===== config.mk =====
export PLATFORM = sky130hd
export DESIGN_NAME = reg_file_8x16
export DESIGN_NICKNAME = d
export VERILOG_FILES = /design/src/rtl/cpu16_pkg.sv /design/src/rtl/reg16_en.sv /design/src/rtl/reg_file_8x16_chk.sv /design/src/rtl/reg_file_8x16.sv
export SDC_FILE = /design/constraint.sdc
export NUM_CORES = 1
export LEC_CHECK = 0
export CAP_MARGIN = 25
export CORE_MARGIN = 2
export CORE_UTILIZATION = 55
export CTS_CLUSTER_SIZE = 14
export DETAILED_ROUTE_END_ITERATION = 6
export PLACE_DENSITY = 0.86
export SLEW_MARGIN = 20
export SYNTH_ARGS = -nofsm -noshare
export SYNTH_HDL_FRONTEND = slang
export SYNTH_SLANG_ARGS = --single-unit

===== constraint.sdc =====
create_clock -name CLK -period 5.8 [get_ports CLK]
set_input_delay 1.16 -clock CLK [delete_from_list [all_inputs] [get_ports CLK]]
set_output_delay 1.16 -clock CLK [all_outputs]
set_load 0.01 [all_outputs]

===== src/rtl/cpu16_pkg.sv =====
// Shared constants for the 16-bit single-cycle CPU datapath.
// The register file and its storage cells size themselves from these values.
package cpu16_pkg;

    localparam int          DATA_W        = 16;
    localparam int          ADDR_W        = 3;
    localparam int          NUM_REGS      = 8;
    localparam logic [15:0] REG_RESET_VAL = 16'h0000;

endpackage : cpu16_pkg


===== src/rtl/reg16_en.sv =====
// One register-file entry: a DATA_W-bit register with asynchronous
// active-high clear and a clock enable.
module reg16_en #(
    parameter int                DATA_W    = 16,
    parameter logic [DATA_W-1:0] RESET_VAL = {DATA_W{1'b0}}
) (
    input  logic              i_clk,
    input  logic              i_rst,
    input  logic              i_en,
    input  logic [DATA_W-1:0] i_d,
    output logic [DATA_W-1:0] o_q
);

    logic [DATA_W-1:0] r_q;

    // Storage: clear wins over any concurrent enable, otherwise load on enable.
    always_ff @(posedge i_clk or posedge i_rst) begin
        if (i_rst) begin
            r_q <= RESET_VAL;
        end else if (i_en) begin
            r_q <= i_d;
        end else begin
            r_q <= r_q;
        end
    end

    assign o_q = r_q;

endmodule : reg16_en


===== src/rtl/reg_file_8x16_chk.sv =====
// Simulation checker for the register file: control and address inputs
// must be known at every clock edge once reset is released.
module reg_file_8x16_chk #(
    parameter int ADDR_W = 3
) (
    input logic              i_clk,
    input logic              i_rst,
    input logic              i_we,
    input logic [ADDR_W-1:0] i_wa,
    input logic [ADDR_W-1:0] i_ra,
    input logic [ADDR_W-1:0] i_rb
);

    a_inputs_known: assert property (
        @(posedge i_clk) disable iff (i_rst) !$isunknown({i_we, i_wa, i_ra, i_rb})
    ) else $error("reg_file_8x16: X on WE/WA/RA/RB after reset release");

endmodule : reg_file_8x16_chk


===== src/rtl/reg_file_8x16.sv =====
// Eight-entry x 16-bit register file: one synchronous write port and two
// combinational read ports with optional write bypass and hard-wired zero R0.
module reg_file_8x16 #(
    parameter int DATA_W    = cpu16_pkg::DATA_W,
    parameter int ADDR_W    = cpu16_pkg::ADDR_W,
    parameter int R0_ZERO   = 0,
    parameter int WR_BYPASS = 1
) (
    input  logic              CLK,
    input  logic              RST,
    input  logic              WE,
    input  logic [ADDR_W-1:0] WA,
    input  logic [DATA_W-1:0] WD,
    input  logic [ADDR_W-1:0] RA,
    input  logic [ADDR_W-1:0] RB,
    output logic [DATA_W-1:0] QA,
    output logic [DATA_W-1:0] QB
);

    import cpu16_pkg::*;

    localparam bit ZERO_R0 = (R0_ZERO != 0);
    localparam bit BYPASS  = (WR_BYPASS != 0);

    logic [DATA_W-1:0]   w_q [NUM_REGS];
    logic [NUM_REGS-1:0] w_en;
    logic [DATA_W-1:0]   w_mux_a;
    logic [DATA_W-1:0]   w_mux_b;
    logic                w_byp_a;
    logic                w_byp_b;

    genvar gi;
    generate
        for (gi = 0; gi < NUM_REGS; gi++) begin : g_reg
            assign w_en[gi] = WE && (WA == ADDR_W'(gi)) && !(ZERO_R0 && (gi == 0));

            reg16_en #(
                .DATA_W    (DATA_W),
                .RESET_VAL (DATA_W'(REG_RESET_VAL))
            ) u_reg (
                .i_clk (CLK),
                .i_rst (RST),
                .i_en  (w_en[gi]),
                .i_d   (WD),
                .o_q   (w_q[gi])
            );
        end
    endgenerate

    // Read-select muxes: the address bits {S2,S1,S0} pick one of the eight entries.
    always_comb begin
        w_mux_a = w_q[RA];
        w_mux_b = w_q[RB];
    end

    // Bypass is suppressed while RST is high so a cleared file never leaks WD.
    assign w_byp_a = BYPASS && WE && !RST && (RA == WA);
    assign w_byp_b = BYPASS && WE && !RST && (RB == WA);

    // Post-mux override: zero-forcing of R0 takes priority over bypass.
    always_comb begin
        QA = w_mux_a;
        if (ZERO_R0 && (RA == {ADDR_W{1'b0}})) begin
            QA = {DATA_W{1'b0}};
        end else if (w_byp_a) begin
            QA = WD;
        end else begin
            QA = w_mux_a;
        end
    end

    // Same override structure for port B.
    always_comb begin
        QB = w_mux_b;
        if (ZERO_R0 && (RB == {ADDR_W{1'b0}})) begin
            QB = {DATA_W{1'b0}};
        end else if (w_byp_b) begin
            QB = WD;
        end else begin
            QB = w_mux_b;
        end
    end

    reg_file_8x16_chk #(
        .ADDR_W (ADDR_W)
    ) u_chk (
        .i_clk (CLK),
        .i_rst (RST),
        .i_we  (WE),
        .i_wa  (WA),
        .i_ra  (RA),
        .i_rb  (RB)
    );

endmodule : reg_file_8x16


==> results.toml <==
[sta]
fin_crit_ns = 4.774
hold_viol = 0
slew_violations = 0
finalCritPeriodShare = 0.8231
setup_viol = 0
fmax_mhz = 209.5
worst_pin_slew_ns = 0.7628
relSlewSlack = 0.4915
rsz0062_at_grt = "no"
whs_ns = 0.5040
finClkSkew_ns = 0
setup_tns_ns = 0
fin_ws_ns = 1.026

[clock_network]
postCtsSetupBuffers = 0
clock_path_buffers = 2
cts_tree = "built"
clk_latency_ns = 0.42
cts_num_sinks = 128
cts_resized = 0
numCtsBuffers = 17
hold_buffers = 0
clk_pin_slew_worst_paths_ns = 0.05
root_buffer = "clkbuf_16"
htreeDepth = 4

[power_and_ir_drop]
clockPowerShare = 0.341
ir_drop_mv = 0.2229
leakagePower_nw = 3.608
combPwrFrac = 0.266
totalPowerFinal_mw = 3.151
power_frac_seq = 0.392
p_per_area_mw_per_mm2 = 362.5
p_sw_frac = 0.2550
p_switching_mw = 0.8036
p_int_mw = 2.347

[drt]
ant_nets = 0
via_count = 4412
vias_per_cell = 6.403
dr_wl_met3_um = 1010
top_layer = "met4"
drc = 0
wl_per_cell_um = 24.27
met1_length_um = 7132
drtPass1Iterations = 4
drtIter0Drc = 367
wl_met2_um = 8238
finalWirelength_um = 16730

[yosys]
ys_seq_area_frac = 0.4234
yosys-top-cells-area = "dfrtp_1 (42%), mux2_2 (24%), mux4_2 (11%)"
syn_inst = 454
yosys.area.top_type = "dfrtp_1"
ys_types = 26
yosys_warnings = 0
ys_ff_latch = 128
synth_top_cell_area_share = 0.4234
synth_nets = 482
netlist_area_mm2 = 0.007565
avgSynthCellArea_um2 = 16.66

[die]
num_rows = 42
initial_core_util = 0.5667
die_h_um = 121.3
dieArea_mm2 = 0.01471
core_area_mm2 = 0.01335
fp.dieW_um = 121.3
design.portCount = 60

[finish]
fin_util = 0.6512
fillers = 943
layout.nets = 528
multiInputGateArea_mm2 = 0.003926
layout.area.seq_mm2 = 0.003203
fin_area_mm2 = 0.008692
synthToLayoutAreaGrowth_pct = 14.90
drive_gt1_frac = 0.5185
n_antenna_cell = 0
final-instance-count-excl-fill = 689
largest_reg_flops = 128

[global_routing]
grt_overflow = 0
grt_pass1_vias = 4816
grt_max_degree = 87
gr-usage-all-layers = 0.2451
grt_pass1_wl_um = 26790
antenna_found_initial = 0

[setup_path]
path_delay_family = "buffers and inverters"
end_kind = "primary output"
arrival_ns = 3.61
r2r-end = "g_reg[7].u_reg.o_q[11]"
critPathSlowestCell = "clkdlybuf4s50_1"
cp-start-kind = "primary input"
crit_path_max_fanout = 10
crit_chain = "clkdlybuf4s50_1, nor2b_1, nand4_2, buf_4, mux2_4, clkdlybuf4s50_1"
critPathBufInv = 3
cp_common_cell = "clkdlybuf4s50_1"
required_ns = 4.64
path_class = "in -> out"
r2r-start = "g_reg[7].u_reg.o_q[11]"
reg2reg_depth = 1
reg2reg_slack_ns = 4.99
cpPeakStageDelay_ns = 0.59

[placement]
postPlaceCellArea_mm2 = 0.008092
dp_cells = 657
place_ws_ns = 1.055
io_buffers = 59
dp_hpwl_um = 10350
place_congestion = 0.8080

[hold_path]
hold_path_class = "reg -> reg"
hp-start = "g_reg[0].u_reg.o_q[2]"
whs_path_depth = 1
worstHoldEndpoint = "g_reg[0].u_reg.o_q[2]"

[status]
status = "completed"

[flow_run]
maxCapViolCount = 0
## cells by family (layout without fill, tap and decap cells)
| group | count (synthesis) | count (layout) | synth area share |
|---|---|---|---|
| xor+xnor | 6 | 6 | 0.006947 |
| buf+inv | 51 | 110 | 0.05756 |
| flops | 128 | 128 | 0.4234 |
| mux | 256 | 256 | 0.4952 |
| simple gates | 13 | 13 | 0.01687 |
## worst max path at each step
stage,to,from,depth (start not counted)
finish,QB[4],WE,6
global route,QB[5],WE,6
CTS,QB[4],WE,6
detailed placement,QB[4],WE,6
global placement,QB[8],RB[1],7
floorplan,g_reg[0].u_reg.o_q[0],RST,1
## power by group through the flow
| stage | clock network (mW) | registers [mW] | logic [mW] |
|---|---|---|---|
| 2_1_floorplan | 0 | 1.19 | 0.617 |
| 3_3_place_gp | 0 | 1.23 | 0.816 |
| 3_5_place_dp | 0 | 1.25 | 0.841 |
| 4_1_cts | 1.09 | 1.23 | 0.849 |
| 5_1_grt | 1.13 | 1.26 | 0.901 |
| 6_report | 1.08 | 1.24 | 0.839 |
## synth_stat cells
master / count
mux2_2: 158
dfrtp_1: 128
mux4_2: 38
mux4_1: 26
mux2_1: 22
buf_2: 12
mux2_4: 12
buf_1: 11
buf_6: 8
xnor2_1: 6
buf_12: 5
clkdlybuf4s15_1: 5
buf_4: 4
clkbuf_8: 3
nand4b_1: 3
nor3_2: 2
nor3b_2: 2
buf_8: 1
clkbuf_1: 1
inv_1: 1
nand2_1: 1
nand2b_1: 1
nand4_1: 1
nand4_2: 1
nand4_4: 1
nor2b_1: 1
## layout make-up
class                      instances  area share
inverter                           1    0.001008
tap                              176     0.02533
clock inverter                    11     0.01583
sequential                       128      0.3685
multi-input combinational        275      0.4517
clock buffer                      21     0.05297
timing repair buffer              77     0.08464
## metal layers
layer / global-route usage / up-vias
met1: 0.3290 / 2330
met3: 0.06626 / 30
met4: 0.08190 / 0
met2: 0.3901 / 171
met5: 0 / -
li1: - / 1881
## cells in the final DEF (no fill, tap or decap), types with 2 or more instances in the layout
cell               n
buf_12             2
buf_2              3
buf_4             16
bufinv_16          3
clkbuf_1           2
clkbuf_16         17
clkbuf_8           2
clkdlybuf4s50_1   56
clkinv_2           5
clkinvlp_4         3
dfrtp_1          128
mux2_1            22
mux2_2           158
mux2_4            12
mux4_1            26
mux4_2            38
nand4b_1           3
nor3_2             2
nor3b_2            2
xnor2_1            6
Power figures use the tool's default switching activity.
